## src/rtl/mii_frame_gen.sv

```systemverilog
// MII/GMII receive-side frame generator: preamble, SFD, incrementing
// payload, CRC-32 FCS and inter-frame gap driven toward a MAC.
module mii_frame_gen #(
  parameter int unsigned PREAMBLE_LEN = 7,
  parameter int unsigned IFG_LEN      = 12
) (
  input  logic        Rx_clk,
  input  logic        reset,
  input  logic        start,
  input  logic        mode,
  input  logic [15:0] frm_len,
  input  logic [7:0]  seed,
  input  logic        err_en,
  input  logic [15:0] err_pos,
  input  logic        fcs_bad,
  output logic        Rx_dv,
  output logic        Rx_er,
  output logic [7:0]  Rxd,
  output logic        busy,
  output logic        done,
  output logic [15:0] frm_cnt
);

  localparam logic [31:0] POLY     = 32'hEDB88320;
  localparam logic [15:0] PRE_LAST = 16'(PREAMBLE_LEN - 1);
  localparam logic [15:0] IFG_END  = 16'(IFG_LEN);

  typedef enum logic [2:0] {IDLE, PRE, SFD, DATA, FCS, IFG} state_t;

  state_t      state;
  logic [15:0] cnt;
  logic        phase;
  logic        mode_q;
  logic [15:0] len_q;
  logic [7:0]  seed_q;
  logic        err_en_q;
  logic [15:0] err_pos_q;
  logic        fcs_bad_q;
  logic [31:0] crc;

  logic        advance;
  logic        next_phase;
  logic [7:0]  data_byte;
  logic [31:0] fcs;
  logic [7:0]  cur_byte;
  logic [7:0]  lane;

  // One reflected CRC-32 byte update, LSB first.
  function automatic logic [31:0] crc_byte(input logic [31:0] c, input logic [7:0] d);
    logic [31:0] r;
    r = c ^ {24'h0, d};
    for (int unsigned i = 0; i < 8; i++) begin
      r = r[0] ? ((r >> 1) ^ POLY) : (r >> 1);
    end
    return r;
  endfunction

  // Byte currently being sent and the lane value it maps to for this clock.
  always_comb begin
    advance    = mode_q | phase;
    next_phase = mode_q ? 1'b0 : ~phase;
    data_byte  = seed_q + cnt[7:0];
    fcs        = ~crc;
    cur_byte   = '0;
    case (state)
      PRE:  cur_byte = 8'h55;
      SFD:  cur_byte = 8'hD5;
      DATA: cur_byte = data_byte;
      FCS: begin
        case (cnt[1:0])
          2'd0:    cur_byte = fcs[7:0] ^ {7'b0, fcs_bad_q};
          2'd1:    cur_byte = fcs[15:8];
          2'd2:    cur_byte = fcs[23:16];
          default: cur_byte = fcs[31:24];
        endcase
      end
      default: cur_byte = '0;
    endcase
    if (mode_q) lane = cur_byte;
    else        lane = phase ? {4'h0, cur_byte[7:4]} : {4'h0, cur_byte[3:0]};
  end

  // Frame sequencer; the state names the byte to be driven on the next edge.
  // IFG counts IFG_LEN byte times, then one further edge raises done.
  always_ff @(posedge Rx_clk or negedge reset) begin
    if (!reset) begin
      state     <= IDLE;
      cnt       <= '0;
      phase     <= 1'b0;
      mode_q    <= 1'b0;
      len_q     <= 16'd1;
      seed_q    <= '0;
      err_en_q  <= 1'b0;
      err_pos_q <= '0;
      fcs_bad_q <= 1'b0;
      crc       <= '1;
      Rx_dv     <= 1'b0;
      Rx_er     <= 1'b0;
      Rxd       <= '0;
      busy      <= 1'b0;
      done      <= 1'b0;
      frm_cnt   <= '0;
    end else begin
      done <= 1'b0;
      case (state)
        IDLE: begin
          Rx_dv <= 1'b0;
          Rx_er <= 1'b0;
          Rxd   <= '0;
          phase <= 1'b0;
          cnt   <= '0;
          if (start) begin
            mode_q    <= mode;
            len_q     <= (frm_len == '0) ? 16'd1 : frm_len;
            seed_q    <= seed;
            err_en_q  <= err_en;
            err_pos_q <= err_pos;
            fcs_bad_q <= fcs_bad;
            busy      <= 1'b1;
            state     <= PRE;
          end
        end
        PRE: begin
          Rx_dv <= 1'b1;
          Rx_er <= 1'b0;
          Rxd   <= lane;
          phase <= next_phase;
          if (advance) begin
            if (cnt == PRE_LAST) begin
              cnt   <= '0;
              state <= SFD;
            end else begin
              cnt <= cnt + 16'd1;
            end
          end
        end
        SFD: begin
          Rx_dv <= 1'b1;
          Rx_er <= 1'b0;
          Rxd   <= lane;
          phase <= next_phase;
          crc   <= '1;
          if (advance) begin
            cnt   <= '0;
            state <= DATA;
          end
        end
        DATA: begin
          Rx_dv <= 1'b1;
          Rx_er <= err_en_q && (cnt == err_pos_q);
          Rxd   <= lane;
          phase <= next_phase;
          if (advance) begin
            crc <= crc_byte(crc, data_byte);
            if (cnt == len_q - 16'd1) begin
              cnt   <= '0;
              state <= FCS;
            end else begin
              cnt <= cnt + 16'd1;
            end
          end
        end
        FCS: begin
          Rx_dv <= 1'b1;
          Rx_er <= 1'b0;
          Rxd   <= lane;
          phase <= next_phase;
          if (advance) begin
            if (cnt == 16'd3) begin
              cnt   <= '0;
              state <= IFG;
            end else begin
              cnt <= cnt + 16'd1;
            end
          end
        end
        IFG: begin
          Rx_dv <= 1'b0;
          Rx_er <= 1'b0;
          Rxd   <= '0;
          if (cnt == IFG_END) begin
            done    <= 1'b1;
            busy    <= 1'b0;
            frm_cnt <= frm_cnt + 16'd1;
            cnt     <= '0;
            phase   <= 1'b0;
            state   <= IDLE;
          end else begin
            phase <= next_phase;
            if (advance) cnt <= cnt + 16'd1;
          end
        end
        default: state <= IDLE;
      endcase
    end
  end

endmodule

```

## config.mk

```make
export PLATFORM = sky130hd
export DESIGN_NAME = mii_frame_gen
export DESIGN_NICKNAME = d
export VERILOG_FILES = /design/src/rtl/mii_frame_gen.sv
export SDC_FILE = /design/constraint.sdc
export NUM_CORES = 1
export LEC_CHECK = 0
export ABC_CLOCK_PERIOD_IN_PS = 3850
export BUFFER_PORTS_ARGS = -buffer_cell sky130_fd_sc_hd__buf_2
export CAP_MARGIN = 0
export CORE_MARGIN = 4
export CORE_UTILIZATION = 25
export CTS_CLUSTER_DIAMETER = 200
export DETAILED_ROUTE_END_ITERATION = 7
export HOLD_SLACK_MARGIN = 0.1
export MAX_ROUTING_LAYER = met4
export SLEW_MARGIN = 20
export SYNTH_ARGS = -nofsm -noshare
export SYNTH_HDL_FRONTEND = slang
export SYNTH_SLANG_ARGS = --single-unit
```

## constraint.sdc

```tcl
create_clock -name Rx_clk -period 3.85 [get_ports Rx_clk]
set_input_delay 0 -clock Rx_clk [delete_from_list [all_inputs] [get_ports Rx_clk]]
set_output_delay 0 -clock Rx_clk [all_outputs]
set_load 0.02 [all_outputs]
```

; After elaboration in Yosys (flattened, before gate mapping)
; Index checks and enable logic that the tools add are counted.
[word_totals]
register_bits = 123
input_bits = 46
out_inout_bits = 28
word_cells = 120
[classes]
add_sub_neg = 4
n_eq_ne = 22
muxes = 46
n_bitwise = 13
n_reduce_logical = 19
[ops]
columns = cell, n
row1 = $mux W32, 9
row2 = $mux W16, 10
row3 = $not A13 Y14, 8
row4 = $pmux W16 S6, 1
row5 = $pmux W32 S2, 1
row6 = $pmux W8 S3, 2
row7 = $add A16 B1 Y16 const B, 2
row8 = $eq A16 B16 Y1, 2
row9 = $not A32 Y32, 1
row10 = $xor A32 B8 Y32, 1
row11 = $mux W3, 9
row12 = $ne A2 B2 Y1 const B, 9
row13 = $pmux W3 S6, 1
row14 = $eq A16 B2 Y1 const B, 1
row15 = $eq A16 B3 Y1 const B, 1
row16 = $eq A16 B4 Y1 const B, 1
row17 = $logic_not A16 Y1, 1
row18 = $pmux W8 S2, 1
row19 = $sub A16 B1 Y16 const B, 1
row20 = $reduce_and A9 Y1, 1
row21 = $add A8 B8 Y8, 1
row22 = $mux W8, 1
row23 = $reduce_bool A2 Y1, 4
row24 = $xor A8 B1 Y8, 1
row25 = other kinds (23), 34

; Longest topological paths before layout
[depth]
depth_word = 20
mapped_depth = 13
ltp_nobuf = 10

; Worst setup path before layout
; No wires, ideal clock.
[synth_timing]
path_type = flip-flop to flip-flop
start = reg cnt[0]
end = reg crc[19]
setup_ps = 73
arrival_time_ps = 2824
t_required_ps = 3777
setup_slack_ps = 953
stages_incl_launch_ff = 11
n_path_buf = 0
synth_period_minus_slack_ps = 2897
cell_sequence = dfrtp_1 > ha_1 > fa_1 > a211oi_1 > o21bai_1 > a21oi_1 > xnor3_1 > xor2_2 > xnor2_2 > xnor2_1 > a21oi_1
[synth_between]
elab_chain_len = 17
elab_cells_between_ends = 19
classes_between = 1 x add/sub / 10 x mux / 8 x bitwise
[synth_lines]
columns = element, line_no
row1 = "start, declared", 31  ; logic [15:0] cnt;
row2 = "start signal, assigned", 133  ; cnt <= cnt + 16'd1;
row3 = "start signal, assigned", 159  ; cnt <= cnt + 16'd1;
row4 = "start signal, assigned", 173  ; cnt <= cnt + 16'd1;
row5 = $add A8 B8 Y8 (*), 62  ; data_byte = seed_q + cnt[7:0];
row6 = $xor A32 B8 Y32 (*), 51  ; r = c ^ {24'h0, d};
row7 = $mux W32 (*) (2 in series), 53  ; r = r[0] ? ((r >> 1) ^ POLY) : (r >> 1);
row8 = $not A13 Y14 (no source line), n/a
row9 = $mux W32 (*), 53
row10 = $not A13 Y14 (no source line), n/a
row11 = $mux W32 (*) (2 in series), 53
row12 = $not A13 Y14 (no source line), n/a
row13 = $mux W32 (*), 53
row14 = $not A13 Y14 (no source line), n/a
row15 = $mux W32 (*), 53
row16 = $not A13 Y14 (no source line), n/a
row17 = $mux W32 (*), 53
row18 = $mux W32 (*), 153  ; if (advance) begin
row19 = $pmux W32 S2 (*), 105  ; case (state)
row20 = "end signal, assigned", 154  ; crc <= crc_byte(crc, data_byte);
row21 = "end, declared", 39  ; logic [31:0] crc;
; Every way passes the cells marked *; elsewhere a longest branch is shown, timed or not. The select of a mux whose other input is x is not followed.
; A chain may end at the register's enable or synchronous reset.

; Worst setup path after layout
[layout_timing]
start = reg cnt[1]
end = reg cnt[15]
[layout_between]
elab_chain_len = 4
elab_cells_between_ends = 16
classes_between = 1 x add/sub / 5 x eq/ne / 9 x mux / 1 x reduce/logical
[layout_lines]
columns = element, line_no
row1 = $add A16 B1 Y16 (tied with other cells), n/a
row2 = $mux W16 (on tied branches) (2 in series), n/a
row3 = $pmux W16 S6, 105
; Several ways; a longest one is shown, not always the timed one. The select of a mux whose other input is x is not followed.

==> impl_metrics.env <==
export IMPL_outcome="finished clean"
export IMPL_asyncSetResetFlopFracSynth=1.00
export IMPL_finalPower_mw=9.48
export IMPL_cts_clk_slew_worst_paths_ps=60
export IMPL_synth_cells=749
export IMPL_finClkSkew_ps=16.6
export IMPL_min_path_type="in -> async"
export IMPL_cts_buffers=17
export IMPL_viasPerCell=4.74
export IMPL_antenna_found_initial=0
export IMPL_start_util=0.253
export IMPL_synthFlopType="dfrtp_1"
export IMPL_hpwl_um=14700
export IMPL_dr_total_vias=5949
export IMPL_slew_headroom=0.412
export IMPL_synth_edff_count=0
export IMPL_worstReg2RegEnd="cnt[15]"
export IMPL_ys_warnings_count=0
export IMPL_critical_path_class="reg -> reg"
export IMPL_ys_types=72
export IMPL_boundaryPins=74
export IMPL_p_leak_nw=3.89
export IMPL_core_area_um2=29600
export IMPL_end_kind="register"
export IMPL_postLayoutCoreUtil=0.315
export IMPL_power_share_switching=0.440
export IMPL_grt_overflow=0
export IMPL_place_inst=1179
export IMPL_fp_row_count=63
export IMPL_ctsHoldBuffers=45
export IMPL_syn_avg_cell_area_um2=9.98
export IMPL_ctsResizeCount=0
export IMPL_syn2layout_area_growth_pct=24.4
export IMPL_cp_max_fo=19
export IMPL_num_antenna_cells=0
export IMPL_fin_nets=913
export IMPL_clock_path_buffers=2
export IMPL_htree_levels=4
export IMPL_drt_pass1_iterations=4
export IMPL_post_route_period_util=0.859
export IMPL_fmax_mhz=302
export IMPL_grt_max_degree=65
export IMPL_post_route_min_period_ps=3310
export IMPL_drive_above_1_share=0.248
export IMPL_post_cts_buffers=0
export IMPL_ys_seq_area_frac=0.417
export IMPL_insertion_delay_ps=430
export IMPL_drt_iter0_drc=388
export IMPL_p_per_area_nw_per_um2=1020
export IMPL_fin_setup_tns_ps=0
export IMPL_netlist_area_um2=7480
export IMPL_power_share_combinational=0.593
export IMPL_critPathLaunchType="register"
export IMPL_p_switching_mw=4.17
export IMPL_worst_pin_slew_ps=883
export IMPL_reg2reg_slack_ps=540
export IMPL_p_int_mw=5.30
export IMPL_die_h_um=181
export IMPL_rsz0062_at_grt="no"
export IMPL_reg2reg_depth=9
export IMPL_placement_io_buffers=73
export IMPL_wl_um=20500
export IMPL_cp_arrival_ps=3610
export IMPL_final_cells=1256
export IMPL_tritoncts="yes"
export IMPL_setup_viol=0
export IMPL_wl_per_cell_um=16.3
export IMPL_grt_pass1_vias=5986
export IMPL_slew_violations=0
export IMPL_worstReg2RegStart="cnt[1]"
export IMPL_grt_pass1_wl_um=33800
export IMPL_gp_congestion=0.867
export IMPL_holdWs_ps=227
export IMPL_synth_seq_cells=123
export IMPL_seqPwrFrac=0.243
export IMPL_ir_drop_v=0.000600
export IMPL_detail_route_antenna_nets=0
export IMPL_maxCapViolations=0
export IMPL_syn_nets=809
export IMPL_dieWidth_um=181
export IMPL_p_clk_frac=0.164
export IMPL_dieArea_um2=32700
export IMPL_clockRootBuffer="clkbuf_16"
export IMPL_cp_data_required_time_ps=4160
export IMPL_finalHoldViolCount=0
export IMPL_drc_errors=0
export IMPL_clock_sinks=123
export IMPL_track_usage=0.133
## metrics by stage
stage | instance area (µm²) | worst slack [ps]
floorplan | 7480 | 953
CTS | 9300 | 528
detailed placement | 8280 | 557
global placement | 8280 | 667
finish | 9300 | 543
global route | 9300 | 276
## worst max-delay path, stage by stage (launching register included)
cell	delay [ps]
dfrtp_1	550
ha_1	630
inv_1	120
o41ai_1	340
a311oi_1	180
a2111o_1	340
o21ai_2	320
buf_4	260
and3b_1	190
a221o_1	260
## Yosys cell counts (4+ instances only)
| master | instances | area share |
|---|---|---|
| a211oi_1 | 4 | 0.0040 |
| a21o_1 | 5 | 0.0050 |
| a21oi_1 | 48 | 0.032 |
| a22o_1 | 13 | 0.015 |
| and3_1 | 14 | 0.012 |
| buf_1 | 5 | 0.0025 |
| buf_2 | 4 | 0.0027 |
| clkbuf_1 | 36 | 0.018 |
| dfrtp_1 | 90 | 0.30 |
| dfstp_2 | 33 | 0.12 |
| ha_1 | 13 | 0.022 |
| inv_1 | 10 | 0.0050 |
| mux2_2 | 42 | 0.063 |
| nand2_1 | 47 | 0.024 |
| nand2b_1 | 10 | 0.0084 |
| nand3_1 | 18 | 0.012 |
| nand4_1 | 8 | 0.0067 |
| nor2_1 | 33 | 0.017 |
| nor2b_1 | 13 | 0.011 |
| nor3_1 | 40 | 0.027 |
| nor4_1 | 17 | 0.014 |
| o21ai_0 | 32 | 0.021 |
| o21ai_1 | 4 | 0.0027 |
| o221ai_1 | 7 | 0.0082 |
| o22ai_1 | 6 | 0.0050 |
| xnor2_1 | 75 | 0.088 |
| xnor3_1 | 4 | 0.012 |
| xor2_1 | 50 | 0.059 |
## power by group through the flow
stage	Combinational, mW	Sequential, mW	Clock, mW
finish	5.62	2.31	1.55
CTS	5.63	2.31	1.60
floorplan	4.54	2.12	0
global placement	5.55	2.32	0
global route	6.13	2.38	1.66
detailed placement	5.57	2.33	0
## final cells by class
type	instances	area [µm²]
Multi-Input combinational cell	568	4140
Clock buffer	18	429
Timing Repair Buffer	132	948
Sequential cell	123	3120
Inverter	11	41.3
Fill cell	3051	20300
Tap cell	390	488
Clock inverter	14	135
## sequential cells by signal, indices dropped and copies added (netlist names)
name / cells
fcs_bad_q: 1
crc: 32
Rx_dv: 1
mode_q: 1
err_pos_q: 16
busy: 1
state: 3
frm_cnt: 16
seed_q: 8
len_q: 16
Rxd: 8
err_en_q: 1
cnt: 16
phase: 1
Rx_er: 1
done: 1
## kinds of logic (layout without fill, tap and decap cells)
| family | count (synthesis) | after routing | synth area share |
|---|---|---|---|
| compound gates | 153 | 153 | 0.133 |
| xor+xnor | 135 | 135 | 0.172 |
| fa+ha+maj | 14 | 14 | 0.0244 |
| buf+inv | 58 | 175 | 0.0313 |
| flops | 123 | 123 | 0.417 |
| mux | 43 | 43 | 0.0646 |
| simple gates | 223 | 223 | 0.157 |
## per-layer routing
metal / vias up / track usage / share of wire
li1: 2882 / - / -
met1: 2930 / 0.170 / 0.45
met3: 22 / 0.0274 / 0.045
met2: 115 / 0.211 / 0.49
met5: - / - / 0
met4: 0 / 0.0423 / 0.014
## worst max-delay path by stage
stage / start / end / slack (ps) / depth (start not counted)
finish: cnt[1] / cnt[15] / 540 / 9
global route: cnt[1] / cnt[15] / 280 / 9
CTS: cnt[1] / cnt[15] / 530 / 9
detailed placement: cnt[1] / cnt[15] / 560 / 9
global placement: cnt[1] / cnt[14] / 670 / 9
floorplan: cnt[0] / crc[19] / 950 / 10
## cell usage in the layout, fill, tap and decap left out, types with 33 or more instances in the layout
cell type / count
xor2_1: 50
dfstp_2: 33
mux2_2: 42
a21oi_1: 48
nor3_1: 40
dfrtp_1: 90
dlygate4sd3_1: 45
buf_2: 72
xnor2_1: 75
nand2_1: 47
(Power assumes the default switching activity.)
